==> src/rtl/bpe_pkg.sv <==
// Shared types and defaults for the BPE token encoder.
package bpe_pkg;

    // Top-level encoder FSM states. The entry walker also decodes these
    // to know which compare/skip step the top is in.
    typedef enum logic [3:0] {
        IDLE,
        CHK_END,
        ENT_START,
        CMP,
        SKIP,
        RESOLVE,
        CODE_RD,
        EMIT,
        FIN
    } bpe_state_t;

    // Code written when no vocab entry matches at the current position.
    localparam int DEF_UNK_CODE = 0;

endpackage

==> src/rtl/bpe_entry_cmp.sv <==
// Per-entry vocab walker: owns the vocab read pointer and the match length.
// It evaluates ENT_START/CMP/SKIP steps once their read data has landed and
// reports the outcome to the top FSM.
module bpe_entry_cmp
    import bpe_pkg::*;
#(
    parameter int DATA_WIDTH       = 8,
    parameter int VOCAB_ADDR_WIDTH = 4
) (
    input  logic                        clk,
    input  logic                        rst_n,
    input  bpe_state_t                  state,
    input  logic                        data_ok,    // read data for this step is valid
    input  logic                        init,       // restart at entry 0 for a new position
    input  logic                        in_zero,    // input index ran past the string memory
    input  logic [DATA_WIDTH-1:0]       voc_data,
    input  logic [DATA_WIDTH-1:0]       in_data,
    output logic [VOCAB_ADDR_WIDTH-1:0] voc_addr,
    output logic                        table_end,  // empty entry reached
    output logic                        entry_end,  // terminator reached (match when match_len>0)
    output logic                        mismatch,   // compare failed, skip rest of entry
    output logic                        step,       // chars equal, keep comparing
    output logic                        addr_wrap,  // the next vocab read would pass the top address
    output logic [VOCAB_ADDR_WIDTH:0]   match_len
);

    localparam int VW = VOCAB_ADDR_WIDTH;

    // rd always points at the vocab byte being read; after an entry ends it
    // lands on the next entry's first byte, so no separate base is kept.
    logic [VW:0]           rd;
    logic [VW:0]           j;
    logic [VW:0]           rd_inc;
    logic [DATA_WIDTH-1:0] in_ch;
    logic                  voc_nul;

    assign rd_inc    = rd + (VW+1)'(1);
    assign addr_wrap = rd_inc[VW];
    assign voc_addr  = rd[VW-1:0];
    assign in_ch     = in_zero ? '0 : in_data;
    assign voc_nul   = (voc_data == '0);

    // Classify the current step from the returned vocab/input characters.
    always_comb begin
        table_end = 1'b0;
        entry_end = 1'b0;
        mismatch  = 1'b0;
        step      = 1'b0;
        match_len = '0;
        if (data_ok) begin
            case (state)
                ENT_START: table_end = voc_nul;
                CMP: begin
                    if (voc_nul) begin
                        if (j != '0) begin
                            entry_end = 1'b1;
                            match_len = j;
                        end else begin
                            table_end = 1'b1;
                        end
                    end else if (voc_data == in_ch) begin
                        step = 1'b1;
                    end else begin
                        mismatch = 1'b1;
                    end
                end
                SKIP:    entry_end = voc_nul;
                default: ;
            endcase
        end
    end

    // Advance the vocab pointer and the per-entry match length.
    always_ff @(posedge clk or negedge rst_n) begin
        if (!rst_n) begin
            rd <= '0;
            j  <= '0;
        end else if (init) begin
            rd <= '0;
            j  <= '0;
        end else if (data_ok) begin
            case (state)
                ENT_START: j <= '0;
                CMP: begin
                    if (step) begin
                        rd <= rd_inc;
                        j  <= j + (VW+1)'(1);
                    end else if (entry_end || mismatch) begin
                        rd <= rd_inc;
                        j  <= '0;
                    end
                end
                SKIP:    rd <= rd_inc;
                default: ;
            endcase
        end
    end

endmodule

==> src/rtl/bpe_token_encoder.sv <==
// Greedy vocabulary tokeniser: walks a zero-terminated input string against a
// packed zero-terminated vocab table and writes one code per token. Every
// memory read costs two cycles: the address is registered, and the wt flag
// holds the FSM for one cycle while the data comes back.
module bpe_token_encoder
    import bpe_pkg::*;
#(
    parameter int DATA_WIDTH       = 8,
    parameter int ADDR_WIDTH       = 4,
    parameter int VOCAB_ADDR_WIDTH = 4,
    parameter int CODE_WIDTH       = 8,
    parameter int OUT_ADDR_WIDTH   = 4,
    parameter int UNK_CODE         = DEF_UNK_CODE
) (
    input  logic                        clk,
    input  logic                        rst_n,
    input  logic                        start,
    input  logic                        mode_longest,
    output logic                        busy,
    output logic                        done,
    output logic                        err,
    output logic [OUT_ADDR_WIDTH:0]     token_count,
    output logic [ADDR_WIDTH-1:0]       in_addr,
    input  logic [DATA_WIDTH-1:0]       in_data,
    output logic [VOCAB_ADDR_WIDTH-1:0] voc_addr,
    input  logic [DATA_WIDTH-1:0]       voc_data,
    output logic [VOCAB_ADDR_WIDTH-1:0] code_addr,
    input  logic [CODE_WIDTH-1:0]       code_data,
    output logic                        out_we,
    output logic [OUT_ADDR_WIDTH-1:0]   out_addr,
    output logic [CODE_WIDTH-1:0]       out_data
);

    localparam int AW = ADDR_WIDTH;
    localparam int VW = VOCAB_ADDR_WIDTH;
    localparam int OW = OUT_ADDR_WIDTH;

    bpe_state_t  state, state_n;
    logic        wt, wt_n;
    logic [AW:0] pos;       // extra bit flags a position past the input memory
    logic [AW:0] in_idx;    // input byte being read (pos + j during a compare)
    logic [VW-1:0] k, best_k;
    logic [VW:0] best_len;
    logic [OW:0] count;
    logic        mode;

    logic accept, init_ent, k_inc, in_step, rec_best, set_err;
    logic go_code, go_emit, wr_fire, fin;

    logic        w_table_end, w_entry_end, w_mismatch, w_step, w_wrap;
    logic [VW:0] w_match_len;

    assign in_addr     = in_idx[AW-1:0];
    assign token_count = count;

    bpe_entry_cmp #(
        .DATA_WIDTH       (DATA_WIDTH),
        .VOCAB_ADDR_WIDTH (VOCAB_ADDR_WIDTH)
    ) u_walk (
        .clk       (clk),
        .rst_n     (rst_n),
        .state     (state),
        .data_ok   (!wt),
        .init      (init_ent),
        .in_zero   (in_idx[AW]),
        .voc_data  (voc_data),
        .in_data   (in_data),
        .voc_addr  (voc_addr),
        .table_end (w_table_end),
        .entry_end (w_entry_end),
        .mismatch  (w_mismatch),
        .step      (w_step),
        .addr_wrap (w_wrap),
        .match_len (w_match_len)
    );

    // State register.
    always_ff @(posedge clk or negedge rst_n) begin
        if (!rst_n) state <= IDLE;
        else        state <= state_n;
    end

    // Next-state logic and datapath strobes; nothing moves while a read is in flight.
    always_comb begin
        state_n  = state;
        accept   = 1'b0;
        init_ent = 1'b0;
        k_inc    = 1'b0;
        in_step  = 1'b0;
        rec_best = 1'b0;
        set_err  = 1'b0;
        go_code  = 1'b0;
        go_emit  = 1'b0;
        wr_fire  = 1'b0;
        fin      = 1'b0;
        if (!wt) begin
            case (state)
                IDLE: begin
                    if (start) begin
                        accept  = 1'b1;
                        state_n = CHK_END;
                    end
                end
                CHK_END: begin
                    if (pos[AW] || in_data == '0) begin
                        state_n = FIN;
                    end else begin
                        init_ent = 1'b1;
                        state_n  = ENT_START;
                    end
                end
                ENT_START: state_n = w_table_end ? RESOLVE : CMP;
                CMP: begin
                    if (w_step) begin
                        in_step = 1'b1;
                        if (w_wrap) begin
                            set_err = 1'b1;
                            state_n = RESOLVE;
                        end
                    end else if (w_entry_end) begin
                        rec_best = (w_match_len > best_len);
                        if (!mode) begin
                            state_n = RESOLVE;
                        end else if (w_wrap) begin
                            set_err = 1'b1;
                            state_n = RESOLVE;
                        end else begin
                            k_inc   = 1'b1;
                            state_n = ENT_START;
                        end
                    end else if (w_mismatch) begin
                        if (w_wrap) begin
                            set_err = 1'b1;
                            state_n = RESOLVE;
                        end else begin
                            state_n = SKIP;
                        end
                    end else begin
                        state_n = RESOLVE;
                    end
                end
                SKIP: begin
                    if (w_wrap) begin
                        set_err = 1'b1;
                        state_n = RESOLVE;
                    end else if (w_entry_end) begin
                        k_inc   = 1'b1;
                        state_n = ENT_START;
                    end
                end
                RESOLVE: begin
                    if (best_len != '0) begin
                        go_code = 1'b1;
                        state_n = CODE_RD;
                    end else begin
                        go_emit = 1'b1;
                        state_n = EMIT;
                    end
                end
                CODE_RD: begin
                    go_emit = 1'b1;
                    state_n = EMIT;
                end
                EMIT: begin
                    if (count[OW]) begin
                        set_err = 1'b1;
                        state_n = FIN;
                    end else begin
                        wr_fire = 1'b1;
                        state_n = CHK_END;
                    end
                end
                FIN: begin
                    fin     = 1'b1;
                    state_n = IDLE;
                end
                default: state_n = IDLE;
            endcase
        end
        wt_n = !wt && (state_n inside {CHK_END, ENT_START, CMP, SKIP, CODE_RD});
    end

    // Datapath registers: position, best match, output write port and status.
    always_ff @(posedge clk or negedge rst_n) begin
        if (!rst_n) begin
            wt        <= 1'b0;
            pos       <= '0;
            in_idx    <= '0;
            k         <= '0;
            best_k    <= '0;
            best_len  <= '0;
            count     <= '0;
            mode      <= 1'b0;
            err       <= 1'b0;
            busy      <= 1'b0;
            done      <= 1'b0;
            out_we    <= 1'b0;
            out_addr  <= '0;
            out_data  <= '0;
            code_addr <= '0;
        end else begin
            wt     <= wt_n;
            out_we <= 1'b0;
            if (accept) begin
                pos    <= '0;
                in_idx <= '0;
                k      <= '0;
                count  <= '0;
                err    <= 1'b0;
                done   <= 1'b0;
                busy   <= 1'b1;
                mode   <= mode_longest;
            end
            if (init_ent) begin
                in_idx   <= pos;
                k        <= '0;
                best_len <= '0;
            end
            if (k_inc) begin
                k      <= k + VW'(1);
                in_idx <= pos;
            end
            if (in_step) in_idx <= in_idx + (AW+1)'(1);
            if (rec_best) begin
                best_k   <= k;
                best_len <= w_match_len;
            end
            if (set_err) err <= 1'b1;
            if (go_code) code_addr <= best_k;
            if (go_emit) begin
                // A full output memory suppresses the strobe; EMIT then flags err.
                out_we   <= !count[OW];
                out_addr <= count[OW-1:0];
                if (state == CODE_RD) begin
                    out_data <= code_data;
                    pos      <= pos + (AW+1)'(best_len);
                end else begin
                    out_data <= CODE_WIDTH'(UNK_CODE);
                    pos      <= pos + (AW+1)'(1);
                end
            end
            if (wr_fire) begin
                count  <= count + (OW+1)'(1);
                in_idx <= pos;
            end
            if (fin) begin
                busy <= 1'b0;
                done <= 1'b1;
            end
        end
    end

endmodule
==> config.mk <==
export PLATFORM = sky130hd
export DESIGN_NAME = bpe_token_encoder
export DESIGN_NICKNAME = d
export VERILOG_FILES = /design/src/rtl/bpe_pkg.sv /design/src/rtl/bpe_entry_cmp.sv /design/src/rtl/bpe_token_encoder.sv
export SDC_FILE = /design/constraint.sdc
export NUM_CORES = 1
export LEC_CHECK = 0
export ABC_AREA = 1
export BUFFER_PORTS_ARGS = -buffer_cell sky130_fd_sc_hd__buf_4
export CAP_MARGIN = 20
export CORE_MARGIN = 8
export CORE_UTILIZATION = 45
export DETAILED_ROUTE_END_ITERATION = 8
export HOLD_SLACK_MARGIN = 0.15
export PLACE_DENSITY_LB_ADDON = 0.25
export RECOVER_POWER = 25
export SKIP_CTS_REPAIR_TIMING = 1
export SLEW_MARGIN = 20
export SYNTH_ARGS = -nofsm -noshare
export SYNTH_HDL_FRONTEND = slang
export SYNTH_SLANG_ARGS = --single-unit
==> constraint.sdc <==
create_clock -name clk -period 4.9 [get_ports clk]
set_input_delay 0 -clock clk [delete_from_list [all_inputs] [get_ports clk]]
set_output_delay 0 -clock clk [all_outputs]
set_load 0.02 [all_outputs]
==> impl_metrics.tcl <==
set metrics [dict create \
    numClockSinks 64 \
    path_clk_slew_ps 70 \
    rows 34 \
    slew_violations 65 \
    cts_buffers 9 \
    grt_pass1_vias 3329 \
    wl_um 9340 \
    syn_inst 491 \
    worstSetupEndpoint "best_len[3]" \
    cts_root_buf "clkbuf_8" \
    final_nets 605 \
    powerDensity_mw_per_mm2 532 \
    yosysSeqAreaShare_pct 41.4 \
    worst-path-stages 2 \
    hpwl_um 7030 \
    worstSetupPathType "in -> async" \
    place_area_mm2 0.00438 \
    drive_gt1_share_pct 17.0 \
    cp-end-kind "asynchronous set/reset pin" \
    ys_types 39 \
    clock_path_buffers 2 \
    dieArea_mm2 0.0118 \
    min_period_over_period_pct 65.4 \
    hold_viol_final 0 \
    start_kind "input port" \
    synth_xor_area_share_pct 2.94 \
    crit_family "buffers and inverters" \
    ir_drop_mv 0.325 \
    holdPathStages 5 \
    num_vias 3473 \
    power.leakage_nw 2.28 \
    synth_compound_area_share_pct 7.51 \
    clk_latency_ps 350 \
    synth.area.mux_share_pct 1.16 \
    grtUsageTotal_pct 16.3 \
    syn_area_per_cell_um2 7.88 \
    drtIter0Drc 239 \
    finClkSkew_ps 10.6 \
    fmax_mhz 312 \
    wl_per_cell_um 13.9 \
    crit_slowest_cell "clkbuf_1" \
    fin_crit_ps 3210 \
    synth_fa_ha_area_share_pct 5.37 \
    path_cells "dlygate4sd3_1 -> clkbuf_1" \
    crit_buf_inv 2 \
    grt_max_degree 65 \
    netlist_area_mm2 0.00387 \
    worst_slew_pin_slew_ps 3330 \
    async_flop_share_pct 100 \
    cts_tree "built" \
    ios 61 \
    synth_top_family_by_area "simple AND/OR/NAND/NOR gates" \
    synth_edf_count 0 \
    antenna_left 0 \
    coreArea_mm2 0.00851 \
    rsz0062_at_grt "false" \
    cpPeakStageDelay_ps 2340 \
    die_h_um 109 \
    finalSetupViolCount 0 \
    gp_congestion 0.910 \
    rrSetupSlack_ps 2040 \
    io_buffers 60 \
    drtPass1Iterations 5 \
    yosys_warnings 0 \
    timing.rr.start "wt" \
    diodes 0 \
    critical_path_required_ps 4600 \
    max_cap_violations 1 \
    syn-num-nets 535 \
    start_util_pct 45.5 \
    failed_checks "capacitance limit, slew limit" \
    gr-total-overflow 0 \
    slew_headroom_pct -122 \
    r2r-end "best_len[4]" \
    area_growth_pct 18.9 \
    tns_ps 0 \
    total_power_mw 2.45 \
    design_area_mm2 0.00460 \
    hold_class "in -> reg" \
    die_x_um 109 \
    worstSetupStartpoint "rst_n" \
    crit_fanout 64 \
    arrival_ps 2910 \
    drcViolationCount 0 \
    antenna_found_initial 0 \
    r2r_cells 10 \
    fin_hold_ws_ps 142 \
    outcome "finished with violations" \
    yosys.area_share.simple_pct 33.8 \
    cts.htree.levels 3 \
    synth-seq-cells 64 \
    viasPerCell 5.15 \
    grt_pass1_wl_um 15500 \
    synth_ff_type "dfrtp_1" \
    final_util_pct 54.1 \
]
-- cell usage after synthesis (6+ instances only) --
master | number | area share [%]
nand2_1 | 128 | 12
dfrtp_1 | 64 | 41
nand3_1 | 56 | 7.2
inv_1 | 53 | 5.1
nor2_1 | 33 | 3.2
nand4_1 | 18 | 2.9
ha_1 | 15 | 4.9
o21ai_1 | 15 | 1.9
o21ai_0 | 11 | 1.4
nand2_2 | 10 | 1.6
xor2_1 | 9 | 2.0
a21oi_1 | 7 | 0.91
inv_2 | 7 | 0.68
nor3_1 | 7 | 0.91
o22ai_1 | 6 | 0.97
-- metal layers --
layer | vias up | wire, um | GRT usage [%]
met5 | - | 0 | 0
met4 | 0 | 178 | 5.47
met3 | 18 | 557 | 4.49
met2 | 88 | 4410 | 25.9
met1 | 1604 | 4200 | 20.8
li1 | 1763 | - | -
-- registers in the layout, summed over array words and instances, names as in the netlist, 5 cells and up --
register / flops
best_len: 5
in_idx: 5
out_data: 8
pos: 5
token_count: 5
u_walk.j: 5
u_walk.rd: 5
-- worst min path at each step --
| stage | start | slack (ps) | end |
|---|---|---|---|
| finish | start | 140 | mode |
| global route | start | 190 | mode |
| CTS | rst_n | -240 | out_data[5] |
| detailed placement | rst_n | 150 | out_data[5] |
| global placement | rst_n | 140 | out_data[6] |
| floorplan | rst_n | -300 | best_k[0] |
-- metrics by stage --
step | setup slack, ps | cells
after detailed placement | 1920 | 648
final | 1690 | 674
after floorplan | 2710 | 491
after CTS | 1890 | 664
after global routing | 876 | 674
after global placement | 2000 | 648
-- report_power, final --
group          total [mW]  switching (mW)  internal [mW]
registers           0.873           0.170          0.703
clock network       0.411           0.212          0.199
logic                1.16           0.770          0.393
-- layout make-up --
type / count / area (um^2)
Tap cell: 108 / 135
Multi-Input combinational cell: 354 / 1970
Clock buffer: 10 / 138
Timing Repair Buffer: 70 / 479
Fill cell: 826 / 3910
Inverter: 62 / 233
Clock inverter: 6 / 43.8
Sequential cell: 64 / 1600
-- kinds of logic (layout without fill, tap and decap cells) --
| family | after synthesis | after routing |
|---|---|---|
| multiplexers | 4 | 4 |
| flip-flops | 64 | 64 |
| buffers and inverters | 73 | 148 |
| XOR/XNOR | 13 | 13 |
| adder cells (fa/ha/maj) | 16 | 16 |
| AO/OA/AOI/OAI | 50 | 50 |
| AND/OR/NAND/NOR | 271 | 271 |
-- cells in the final DEF, fill, tap and decap left out, drive strengths merged, types with 6 or more instances in the layout --
cell | netlist | final
nand4 | 18 | 18
nor2 | 41 | 41
ha | 15 | 15
xor2 | 9 | 9
o21ai | 26 | 26
inv | 60 | 61
dlygate4sd3 | 0 | 10
a21oi | 8 | 8
o22ai | 6 | 6
buf | 9 | 41
dfrtp | 64 | 64
clkbuf | 2 | 29
nand3 | 57 | 57
nand2 | 140 | 140
nor3 | 11 | 11
clkinv | 2 | 6
Note: power is estimated with default switching activity, not from simulation.
